<file path="src/rtl/fb_pkg.sv">
// fb_pkg: shared defaults and access tags for the framebuffer arbiter.
// Latency: n/a (types and constants only).
// Backpressure: n/a.
package fb_pkg;

  localparam int AW_DEF       = 19;  // framebuffer address width
  localparam int DW_DEF       = 8;   // pixel width
  localparam int WAIT_MAX_DEF = 8;   // reader starvation limit in cycles
  localparam int WCW          = 8;   // wait counter width, covers WAIT_MAX up to 255

  // Tag carried down the read-return pipeline alongside each memory access.
  typedef enum logic [1:0] {
    TAG_NONE = 2'd0,
    TAG_WR   = 2'd1,
    TAG_RD0  = 2'd2,
    TAG_RD1  = 2'd3
  } tag_t;

endpackage

</file>
<file path="src/rtl/fb_arbiter_if.sv">
// fb_arbiter_if: requester-side and framebuffer-side signals of the arbiter.
// Latency: n/a (wiring only).
// Backpressure: req/gnt handshake; a requester holds req/addr/data until gnt.
// Ports: slave = arbiter view, master = requester + memory view.
interface fb_arbiter_if
  import fb_pkg::*;
#(
  parameter int AW = AW_DEF,
  parameter int DW = DW_DEF
);
  logic          wr_req;
  logic [AW-1:0] wr_addr;
  logic [DW-1:0] wr_data;
  logic          wr_gnt;
  logic          rd0_req;
  logic          rd1_req;
  logic [AW-1:0] rd0_addr;
  logic [AW-1:0] rd1_addr;
  logic          rd0_gnt;
  logic          rd1_gnt;
  logic          rd0_valid;
  logic          rd1_valid;
  logic [DW-1:0] rd_data;
  logic          mem_en;
  logic          mem_we;
  logic [AW-1:0] mem_addr;
  logic [DW-1:0] mem_din;
  logic [DW-1:0] mem_dout;

  modport slave (
    input  wr_req, wr_addr, wr_data, rd0_req, rd1_req, rd0_addr, rd1_addr, mem_dout,
    output wr_gnt, rd0_gnt, rd1_gnt, rd0_valid, rd1_valid, rd_data,
           mem_en, mem_we, mem_addr, mem_din
  );

  modport master (
    output wr_req, wr_addr, wr_data, rd0_req, rd1_req, rd0_addr, rd1_addr, mem_dout,
    input  wr_gnt, rd0_gnt, rd1_gnt, rd0_valid, rd1_valid, rd_data,
           mem_en, mem_we, mem_addr, mem_din
  );
endinterface

</file>
<file path="src/rtl/fb_wait_cnt.sv">
// fb_wait_cnt: saturating count of cycles a reader has waited with req high and no gnt.
// Latency: starved is combinational from the registered count and the live req.
// Backpressure: none; counts whatever the req/gnt pair shows each cycle.
// Ports: pclk, rst_n (sync, active-low), req, gnt in; starved out.
module fb_wait_cnt
  import fb_pkg::*;
#(
  parameter int WAIT_MAX = WAIT_MAX_DEF
) (
  input  logic pclk,
  input  logic rst_n,
  input  logic req,
  input  logic gnt,
  output logic starved
);

  logic [WCW-1:0] cnt;

  always_ff @(posedge pclk) begin
    if (!rst_n) begin
      cnt <= '0;
    end else if (!req || gnt) begin
      cnt <= '0;
    end else if (cnt != WCW'(WAIT_MAX)) begin
      cnt <= cnt + WCW'(1);
    end
  end

  // A request dropped this cycle must not win on a stale saturated count.
  assign starved = req && (cnt == WCW'(WAIT_MAX));

endmodule

</file>
<file path="src/rtl/fb_arbiter.sv">
// fb_arbiter: single-port framebuffer arbiter, one writer and two readers (rd0 display, rd1 CNN).
// Latency: gnt combinational; mem_* registered at N+1; rdN_valid/rd_data at N+2.
// Backpressure: losers keep req high; a starved reader beats the writer.
// Ports: pclk, rst_n (sync, active-low), bus (fb_arbiter_if.slave).
// Option: define FB_ARB_RR_EN for round-robin between readers, else rd0 has fixed priority.
module fb_arbiter
  import fb_pkg::*;
#(
  parameter int AW       = AW_DEF,
  parameter int DW       = DW_DEF,
  parameter int WAIT_MAX = WAIT_MAX_DEF
) (
  input logic         pclk,
  input logic         rst_n,
  fb_arbiter_if.slave bus
);

  logic          starved0;
  logic          starved1;
  logic          pick_rd1;   // reader choice when both readers contend at equal rank
  tag_t          gnt_tag;
  tag_t          tag_s1;
  tag_t          tag_s2;
  logic          rd_now;
  logic [DW-1:0] rd_data_q;

  fb_wait_cnt #(.WAIT_MAX(WAIT_MAX)) u_wait0 (
    .pclk    (pclk),
    .rst_n   (rst_n),
    .req     (bus.rd0_req),
    .gnt     (bus.rd0_gnt),
    .starved (starved0)
  );

  fb_wait_cnt #(.WAIT_MAX(WAIT_MAX)) u_wait1 (
    .pclk    (pclk),
    .rst_n   (rst_n),
    .req     (bus.rd1_req),
    .gnt     (bus.rd1_gnt),
    .starved (starved1)
  );

`ifdef FB_ARB_RR_EN
  // 0: rd0 preferred next, 1: rd1 preferred next. Points away from the last reader served.
  logic rr_ptr;

  always_ff @(posedge pclk) begin
    if (!rst_n) begin
      rr_ptr <= 1'b0;
    end else if (gnt_tag == TAG_RD0) begin
      rr_ptr <= 1'b1;
    end else if (gnt_tag == TAG_RD1) begin
      rr_ptr <= 1'b0;
    end
  end

  assign pick_rd1 = rr_ptr;
`else
  assign pick_rd1 = 1'b0;
`endif

  // Starved reader > writer > non-starved readers.
  always_comb begin
    gnt_tag = TAG_NONE;
    if (!rst_n) begin
      gnt_tag = TAG_NONE;
    end else if (starved0 && starved1) begin
      gnt_tag = pick_rd1 ? TAG_RD1 : TAG_RD0;
    end else if (starved0) begin
      gnt_tag = TAG_RD0;
    end else if (starved1) begin
      gnt_tag = TAG_RD1;
    end else if (bus.wr_req) begin
      gnt_tag = TAG_WR;
    end else if (bus.rd0_req && bus.rd1_req) begin
      gnt_tag = pick_rd1 ? TAG_RD1 : TAG_RD0;
    end else if (bus.rd0_req) begin
      gnt_tag = TAG_RD0;
    end else if (bus.rd1_req) begin
      gnt_tag = TAG_RD1;
    end
  end

  assign bus.wr_gnt  = (gnt_tag == TAG_WR);
  assign bus.rd0_gnt = (gnt_tag == TAG_RD0);
  assign bus.rd1_gnt = (gnt_tag == TAG_RD1);

  // Memory command stage (N+1) and the tag pipeline that tracks reads to N+2.
  always_ff @(posedge pclk) begin
    if (!rst_n) begin
      bus.mem_en   <= 1'b0;
      bus.mem_we   <= 1'b0;
      bus.mem_addr <= '0;
      bus.mem_din  <= '0;
      tag_s1       <= TAG_NONE;
      tag_s2       <= TAG_NONE;
      rd_data_q    <= '0;
    end else begin
      bus.mem_en <= (gnt_tag != TAG_NONE);
      bus.mem_we <= (gnt_tag == TAG_WR);
      case (gnt_tag)
        TAG_WR: begin
          bus.mem_addr <= bus.wr_addr;
          bus.mem_din  <= bus.wr_data;
        end
        TAG_RD0: bus.mem_addr <= bus.rd0_addr;
        TAG_RD1: bus.mem_addr <= bus.rd1_addr;
        default: ;
      endcase
      tag_s1 <= gnt_tag;
      tag_s2 <= tag_s1;
      if (rd_now) begin
        rd_data_q <= bus.mem_dout;
      end
    end
  end

  // mem_dout is live during the return cycle; the shadow register keeps it afterwards.
  assign rd_now        = (tag_s2 == TAG_RD0) || (tag_s2 == TAG_RD1);
  assign bus.rd_data   = rd_now ? bus.mem_dout : rd_data_q;
  assign bus.rd0_valid = (tag_s2 == TAG_RD0);
  assign bus.rd1_valid = (tag_s2 == TAG_RD1);

endmodule
</file>
<file path="src/flat_wrapper.sv">
// flat-port wrapper written by rule: the top's interface ports become plain ports
module fb_arbiter_flat import fb_pkg::*;
#(
  parameter int AW       = AW_DEF,
  parameter int DW       = DW_DEF,
  parameter int WAIT_MAX = WAIT_MAX_DEF
)
  (pclk, rst_n, bus_wr_req, bus_wr_addr, bus_wr_data, bus_rd0_req, bus_rd1_req, bus_rd0_addr, bus_rd1_addr, bus_mem_dout, bus_wr_gnt, bus_rd0_gnt, bus_rd1_gnt, bus_rd0_valid, bus_rd1_valid, bus_rd_data, bus_mem_en, bus_mem_we, bus_mem_addr, bus_mem_din);
  fb_arbiter_if #(.AW(AW), .DW(DW)) bus_i ();
  input logic pclk;
  input logic rst_n;
  input wire logic [$bits(bus_i.wr_req)-1:0] bus_wr_req;
  input wire logic [$bits(bus_i.wr_addr)-1:0] bus_wr_addr;
  input wire logic [$bits(bus_i.wr_data)-1:0] bus_wr_data;
  input wire logic [$bits(bus_i.rd0_req)-1:0] bus_rd0_req;
  input wire logic [$bits(bus_i.rd1_req)-1:0] bus_rd1_req;
  input wire logic [$bits(bus_i.rd0_addr)-1:0] bus_rd0_addr;
  input wire logic [$bits(bus_i.rd1_addr)-1:0] bus_rd1_addr;
  input wire logic [$bits(bus_i.mem_dout)-1:0] bus_mem_dout;
  output wire logic [$bits(bus_i.wr_gnt)-1:0] bus_wr_gnt;
  output wire logic [$bits(bus_i.rd0_gnt)-1:0] bus_rd0_gnt;
  output wire logic [$bits(bus_i.rd1_gnt)-1:0] bus_rd1_gnt;
  output wire logic [$bits(bus_i.rd0_valid)-1:0] bus_rd0_valid;
  output wire logic [$bits(bus_i.rd1_valid)-1:0] bus_rd1_valid;
  output wire logic [$bits(bus_i.rd_data)-1:0] bus_rd_data;
  output wire logic [$bits(bus_i.mem_en)-1:0] bus_mem_en;
  output wire logic [$bits(bus_i.mem_we)-1:0] bus_mem_we;
  output wire logic [$bits(bus_i.mem_addr)-1:0] bus_mem_addr;
  output wire logic [$bits(bus_i.mem_din)-1:0] bus_mem_din;
  assign bus_i.wr_req = bus_wr_req;
  assign bus_i.wr_addr = bus_wr_addr;
  assign bus_i.wr_data = bus_wr_data;
  assign bus_i.rd0_req = bus_rd0_req;
  assign bus_i.rd1_req = bus_rd1_req;
  assign bus_i.rd0_addr = bus_rd0_addr;
  assign bus_i.rd1_addr = bus_rd1_addr;
  assign bus_i.mem_dout = bus_mem_dout;
  assign bus_wr_gnt = bus_i.wr_gnt;
  assign bus_rd0_gnt = bus_i.rd0_gnt;
  assign bus_rd1_gnt = bus_i.rd1_gnt;
  assign bus_rd0_valid = bus_i.rd0_valid;
  assign bus_rd1_valid = bus_i.rd1_valid;
  assign bus_rd_data = bus_i.rd_data;
  assign bus_mem_en = bus_i.mem_en;
  assign bus_mem_we = bus_i.mem_we;
  assign bus_mem_addr = bus_i.mem_addr;
  assign bus_mem_din = bus_i.mem_din;
  fb_arbiter #(.AW(AW), .DW(DW), .WAIT_MAX(WAIT_MAX)) u_core (.pclk(pclk), .rst_n(rst_n), .bus(bus_i));
endmodule
</file>
<file path="config.mk">
export PLATFORM = sky130hd
export DESIGN_NAME = fb_arbiter_flat
export DESIGN_NICKNAME = d
export VERILOG_FILES = /design/src/rtl/fb_pkg.sv /design/src/rtl/fb_arbiter_if.sv /design/src/rtl/fb_wait_cnt.sv /design/src/rtl/fb_arbiter.sv /design/src/flat_wrapper.sv
export SDC_FILE = /design/constraint.sdc
export NUM_CORES = 1
export LEC_CHECK = 0
export CAP_MARGIN = 20
export CORE_AREA = 2 2 80 82
export CTS_BUF_LIST = sky130_fd_sc_hd__clkbuf_8
export DETAILED_ROUTE_END_ITERATION = 16
export DIE_AREA = 0 0 82 84
export GPL_ROUTABILITY_DRIVEN = 0
export PLACE_DENSITY = 0.89
export SYNTH_ARGS = -nofsm -noshare
export SYNTH_HDL_FRONTEND = slang
export SYNTH_SLANG_ARGS = --single-unit
</file>
<file path="constraint.sdc">
create_clock -name pclk -period 3.9 [get_ports pclk]
set_input_delay 0.585 -clock pclk [delete_from_list [all_inputs] [get_ports pclk]]
set_output_delay 0.585 -clock pclk [all_outputs]
set_load 0.005 [all_outputs]
</file>
==> results.py, run 1 <==
metrics = {
    "outcome": {
        "status": "finished clean",
    },
    "yosys": {
        "synth_edf_count": 0,
        "synth.most_common_cell": "dfxtp_1",
        "synth_area_um2": 2720,
        "syn_nets": 380,
        "synth_cell_type_count": 34,
        "synthTopCellsByArea": "dfxtp_1, mux2i_1, nand3_1, and2_1, o211ai_1",
        "syn_avg_cell_area_um2": 9.13,
        "synthFlopType": "dfxtp_1",
        "yosys.area.top_type": "dfxtp_1",
        "async_flop_share_pct": 0,
        "ys_warn_count": 0,
        "yosysTopAreaCellShare_pct": 42.0,
        "syn_inst": 298,
        "yosysSeqAreaShare_pct": 42.0,
        "netlist_top_cells_count": "dfxtp_1, nand3_1, and2_1",
        "ys_ff_latch": 57,
    },
    "die": {
        "die_area_um2": 6890,
        "initial_core_util_pct": 44.6,
        "core_region_area_um2": 6100,
        "io-pin-count": 120,
        "num_rows": 29,
        "chipHeight_um": 84,
        "die_w_um": 82,
    },
    "final_layout": {
        "drive_gt1_share_pct": 8.08,
        "fin_cells": 498,
        "fillCellCount": 470,
        "seqCellArea_um2": 1140,
        "n_antenna_cell": 0,
        "multi_input_area_um2": 1470,
        "fin_nets": 498,
        "syn2layout_area_growth_pct": 54.4,
    },
    "sta": {
        "finalCritPeriodShare_pct": 84.7,
        "setup_tns_ns": 0,
        "fin_hold_ws_ns": 0.463,
        "fmax_mhz": 303,
        "maxSlewHeadroom_pct": 64.0,
        "slew_viol_final": 0,
        "fin_crit_ns": 3.31,
        "skew_ns": 0.0105,
        "rsz0062_at_grt": "false",
        "setup_viol": 0,
        "report.final.hold_viol_count": 0,
        "max_slew.worst_pin.slew_ns": 0.537,
    },
    "global_route": {
        "grt_pass1_wl_mm": 11.5,
        "grt_max_degree": 38,
        "first_global_vias": 2545,
        "gr-usage-all-layers_pct": 21.7,
        "grt_overflow_total": 0,
        "antenna_found_initial": 0,
    },
    "drt": {
        "first_iter_violations": 90,
        "drt_pass1_iterations": 4,
        "drt.antenna.violating_nets": 0,
        "drc": 0,
        "wl_per_cell_um": 14.1,
        "avgViaCountPerCell": 5.17,
        "wl_mm": 7.01,
        "via_count": 2577,
    },
    "placed_design": {
        "port_buffers": 119,
        "dp.cells": 482,
        "place_hpwl_mm": 5.38,
    },
    "clock_network": {
        "post_cts_buffers": 0,
        "cts_sinks": 57,
        "post_cts_resized": 0,
        "clk_latency_ns": 0.33,
        "cts-root-buf": "clkbuf_8",
        "numCtsBuffers": 9,
        "cts.path.max_buffers": 2,
        "hold_buffers": 0,
        "clk_pin_slew_ns": 0.06,
        "htreeDepth": 3,
        "cts_tree": "done",
    },
    "worst_setup_path": {
        "crit_start": "u_core.u_wait1.cnt[0]",
        "cp_slowest_cell": "clkdlybuf4s50_1",
        "startpoint_type": "flip-flop",
        "slowest_delay_ns": 0.57,
        "path_cells": "inv_1 -> ha_1 -> or4b_4 -> o311ai_4 -> o211ai_4 -> nor3_1 -> clkdlybuf4s50_1",
        "worst-path-buf-inv": 2,
        "worstPathArrival_ns": 2.72,
        "cp-end-kind": "output pin",
        "crit_required_ns": 3.31,
        "r2r_start": "u_core.u_wait1.cnt[0]",
        "worst-setup-path-type": "flip-flop to output pin",
        "path_max_fanout": 11,
        "critPathTopFamily": "simple AND/OR/NAND/NOR gates",
    },
    "flow_run": {
        "maxCapViolations": 0,
    },
    "pwr": {
        "p_total_mw": 1.55,
        "p_leak_nw": 1.65,
        "power_density_nw_per_um2": 368,
        "ir_drop_v": 0.000183,
    },
    "worst_hold_path": {
        "min-delay-start": "u_core.tag_s1[1]",
        "min_path_type": "flip-flop to flip-flop",
    },
}
[routing by layer]
metal  track usage (%)  vias up  wire length, µm
li1                  -     1277                -
met1              23.7     1175             2640
met2              37.2      108             3610
met3              7.58       17              573
met4              9.24        0              185
met5                 0        -                0
[layout make-up]
cell class              instances  share of cell area [%]
clock buffers                  10                    3.28
repair buffers                124                    29.3
clock inverters                 6                    2.15
flip-flops and latches         57                    27.2
multi-input cells             214                    35.0
inverters                      10                   0.894
well taps                      77                    2.29
[cell usage in the layout, fill, tap and decap left out, types with 2 or more instances in the layout]
cell and n:
nand3_1 48, mux2_2 8, nor3_1 5, clkbuf_8 10, nor2_1 28, bufinv_16 2, nor4b_1 2, nand2_1 5
ha_1 4, o21ai_0 2, inv_1 9, and3_1 4, a21oi_1 4, and2_1 30, o211ai_1 18, xor2_1 10
clkdlybuf4s50_1 119, nand2b_1 2, or3_1 2, xnor2_1 3, mux2i_1 27, nand4_1 2, dfxtp_1 57, buf_4 5
[cells by family after synthesis]
family                     count (synthesis)  share of synthesized area [%]
and+or+nand+nor                          133                           26.0
DFF                                       57                           42.0
muxes                                     35                           13.2
AOI/OAI and AO/OA                         29                           8.69
buffers and inverters                     27                           4.09
xor gates and xnor gates                  13                           4.19
adders and majority gates                  4                           1.84
[worst paths after layout]
kind | to | slack (ns) | depth (start not counted)
max | bus_rd1_gnt | 0.59 | 7
min | u_core.tag_s2[1] | 0.46 | 1
max reg2reg | u_core.bus.mem_din[2] | 1.55 | 8
min reg2reg | u_core.tag_s2[1] | 0.46 | 1
[state kept, by name, indices dropped and copies added, names as in the netlist]
| signal | count |
|---|---|
| u_core.bus.mem_addr | 19 |
| u_core.bus.mem_din | 8 |
| u_core.rd_data_q | 8 |
| u_core.u_wait0.cnt | 8 |
| u_core.u_wait1.cnt | 8 |
| u_core.tag_s1 | 2 |
| u_core.tag_s2 | 2 |
| u_core.bus.mem_en | 1 |
| u_core.bus.mem_we | 1 |
[power breakdown]
| group | internal [mW] | switching [mW] |
|---|---|---|
| combinational | 0.182 | 0.104 |
| clock | 0.379 | 0.241 |
| sequential | 0.619 | 0.0200 |
| total | 1.18 | 0.365 |
[through the flow]
stage | util (%) | setup slack [ns] | cell area [µm²]
3_3_place_gp | 65.1 | 0.793 | 3970
5_1_grt | 68.9 | 0.509 | 4200
2_1_floorplan | - | 1.47 | 2720
3_5_place_dp | 65.1 | 0.678 | 3970
4_1_cts | 68.9 | 0.592 | 4200
6_report | 68.9 | 0.595 | 4200
Note: power is estimated with default switching activity, not from simulation.
==> inputs of run 2 (changes only) <==
- CORE_AREA: 2 2 80 82 -> 2 2 87 89
- DIE_AREA: 0 0 82 84 -> 0 0 89 91
- PLACE_DENSITY: 0.89 -> 0.8
- clock period: 3.9 -> 3 ns (I/O delays scaled with it)
==> run 2 against run 1 <==
  * Non-clock buffer count rose by 1
  * Final cell count grew 4.6%
  * Die area is 18% higher
  * Sequential power increased by 30%
  * Via count down 1.2%
  * Clock skew is 0.0018 ns lower
  * Clock-buffer cell count down 1
  * Flip-flop and latch count unchanged
  * Core utilization shrank 9.5 points
  * Clock power increased by 26%
  * Combinational power grew 30%
  * Sequential share of layout area fell by 0.18 points
  * Critical endpoint is now bus_rd0_gnt
  * Largest power group unchanged
==> results.py, run 2 (synthesized netlist as in run 1, its figures left out) <==
metrics = {
    "die": {
        "io-pin-count": 120,
        "die_w_um": 89,
        "die_area_um2": 8100,
        "core_region_area_um2": 7140,
        "num_rows": 31,
        "chipHeight_um": 91,
        "initial_core_util_pct": 38.1,
    },
    "worst_setup_path": {
        "worst-setup-path-type": "flip-flop to output pin",
        "cp-end-kind": "output pin",
        "path_max_fanout": 7,
        "crit_required_ns": 2.55,
        "worstPathArrival_ns": 2.33,
        "startpoint_type": "flip-flop",
    },
    "final_layout": {
        "multi_input_area_um2": 1480,
        "layout_common_cells": "clkdlybuf4s50_1, dfxtp_1, nand3_1, and2_1, nor2_1",
        "layout_commonest_cell": "clkdlybuf4s50_1",
        "fin_nets": 499,
        "fin_cells": 521,
        "largest_reg_flops": 19,
        "n_antenna_cell": 0,
        "syn2layout_area_growth_pct": 55.7,
        "top_register": "u_core.bus.mem_addr",
        "fillCellCount": 663,
        "final_cell_area_um2": 4240,
        "seqCellArea_um2": 1140,
        "drive_gt1_share_pct": 9.24,
    },
    "placed_design": {
        "dp.cells": 505,
        "place_hpwl_mm": 5.35,
        "port_buffers": 119,
        "dpl_cell_area_um2": 4010,
    },
    "clock_network": {
        "numCtsBuffers": 9,
        "cts_sinks": 57,
        "cts-root-buf": "clkbuf_8",
        "clk_pin_slew_ns": 0.07,
        "cts.path.max_buffers": 2,
        "cts_tree": "done",
        "post_cts_buffers": 0,
        "htreeDepth": 3,
        "clk_latency_ns": 0.33,
    },
    "drt": {
        "via_count": 2546,
        "drc": 0,
        "wl_per_cell_um": 13.7,
        "drt_pass1_iterations": 6,
        "first_iter_violations": 66,
        "avgViaCountPerCell": 4.89,
        "drt.antenna.violating_nets": 0,
        "wl_mm": 7.14,
    },
    "global_route": {
        "grt_pass1_wl_mm": 11.5,
        "antenna_found_initial": 0,
        "first_global_vias": 2510,
        "gr-usage-all-layers_pct": 18.3,
        "grt_max_degree": 38,
        "grt_overflow_total": 0,
    },
    "sta": {
        "fin_crit_ns": 2.78,
        "finalCritPeriodShare_pct": 92.7,
        "fmax_mhz": 360,
        "rsz0062_at_grt": "false",
        "report.final.hold_viol_count": 0,
        "maxSlewHeadroom_pct": 63.4,
        "max_slew.worst_pin.slew_ns": 0.546,
        "skew_ns": 0.00875,
        "slew_viol_final": 0,
        "setup_tns_ns": 0,
        "setup_viol": 0,
    },
    "worst_hold_path": {
        "min_path_type": "flip-flop to flip-flop",
    },
    "pwr": {
        "p_leak_nw": 1.68,
        "p_total_mw": 1.98,
        "ir_drop_v": 0.000278,
        "power_density_nw_per_um2": 468,
    },
    "outcome": {
        "status": "finished clean",
    },
    "flow_run": {
        "maxCapViolations": 0,
    },
}
## run 2: cell count changes in the layout (fill, tap and decap cells not counted), moves of 2 or more
cell,change
dfxtp_2,+2
clkdlybuf4s50_1,-3
dlygate4sd2_1,+2
dfxtp_1,-2
## run 2: through the flow
step	setup WS (ns)	util, %	hold slack (ns)
detailed placement	0.173	56.1	0.423
CTS	-0.0102	59.3	0.433
global placement	0.237	56.1	0.419
finish	0.220	59.4	0.433
global route	0.0881	59.4	0.459
floorplan	0.708	-	0.412
## run 2: layout make-up
class / instances / share of cell area [%]
Clock inverter: 7 / 2.22
Tap cell: 99 / 2.92
Clock buffer: 9 / 2.92
Inverter: 10 / 0.886
Multi-Input combinational cell: 214 / 34.9
Sequential cell: 57 / 27.0
Timing Repair Buffer: 125 / 29.2
## run 2: final timing paths
kind         depth (start not counted)                  start                endpoint  slack [ns]
max                                  8  u_core.u_wait1.cnt[0]             bus_rd0_gnt        0.22
min                                  1       u_core.tag_s1[1]        u_core.tag_s2[1]        0.43
max reg2reg                          8  u_core.u_wait1.cnt[0]  u_core.bus.mem_addr[0]        0.61
min reg2reg                          1       u_core.tag_s1[1]        u_core.tag_s2[1]        0.43
## run 2: layer usage
metal / global-route usage (%) / share of wire [%] / vias to the layer above
met5: 0 / 0 / -
met4: 9.33 / 3.0 / 0
met3: 6.45 / 8.9 / 15
met2: 30.0 / 49 / 102
met1: 20.4 / 39 / 1154
li1: - / - / 1275
## run 2: what timing repair did
item                                    CTS  global route
endpoints found under the setup margin    3             1
hold buffers                              0             0
resized for setup                         5             2
pin swaps                                 0             0
## run 2: worst max-delay path: stages, from the launching register on
cell and delay [ns]:
dfxtp_2 0.35, inv_1 0.07, ha_1 0.16, or4b_4 0.49, o311ai_4 0.31, o211ai_4 0.13, nor2_1 0.13, nor3_1 0.06
dlygate4sd2_1 0.29
## run 2: power by group
part           switching [mW]  internal (mW)  total (mW)
logic                   0.136          0.236       0.372
clock network           0.313          0.467       0.780
registers              0.0268          0.805       0.832
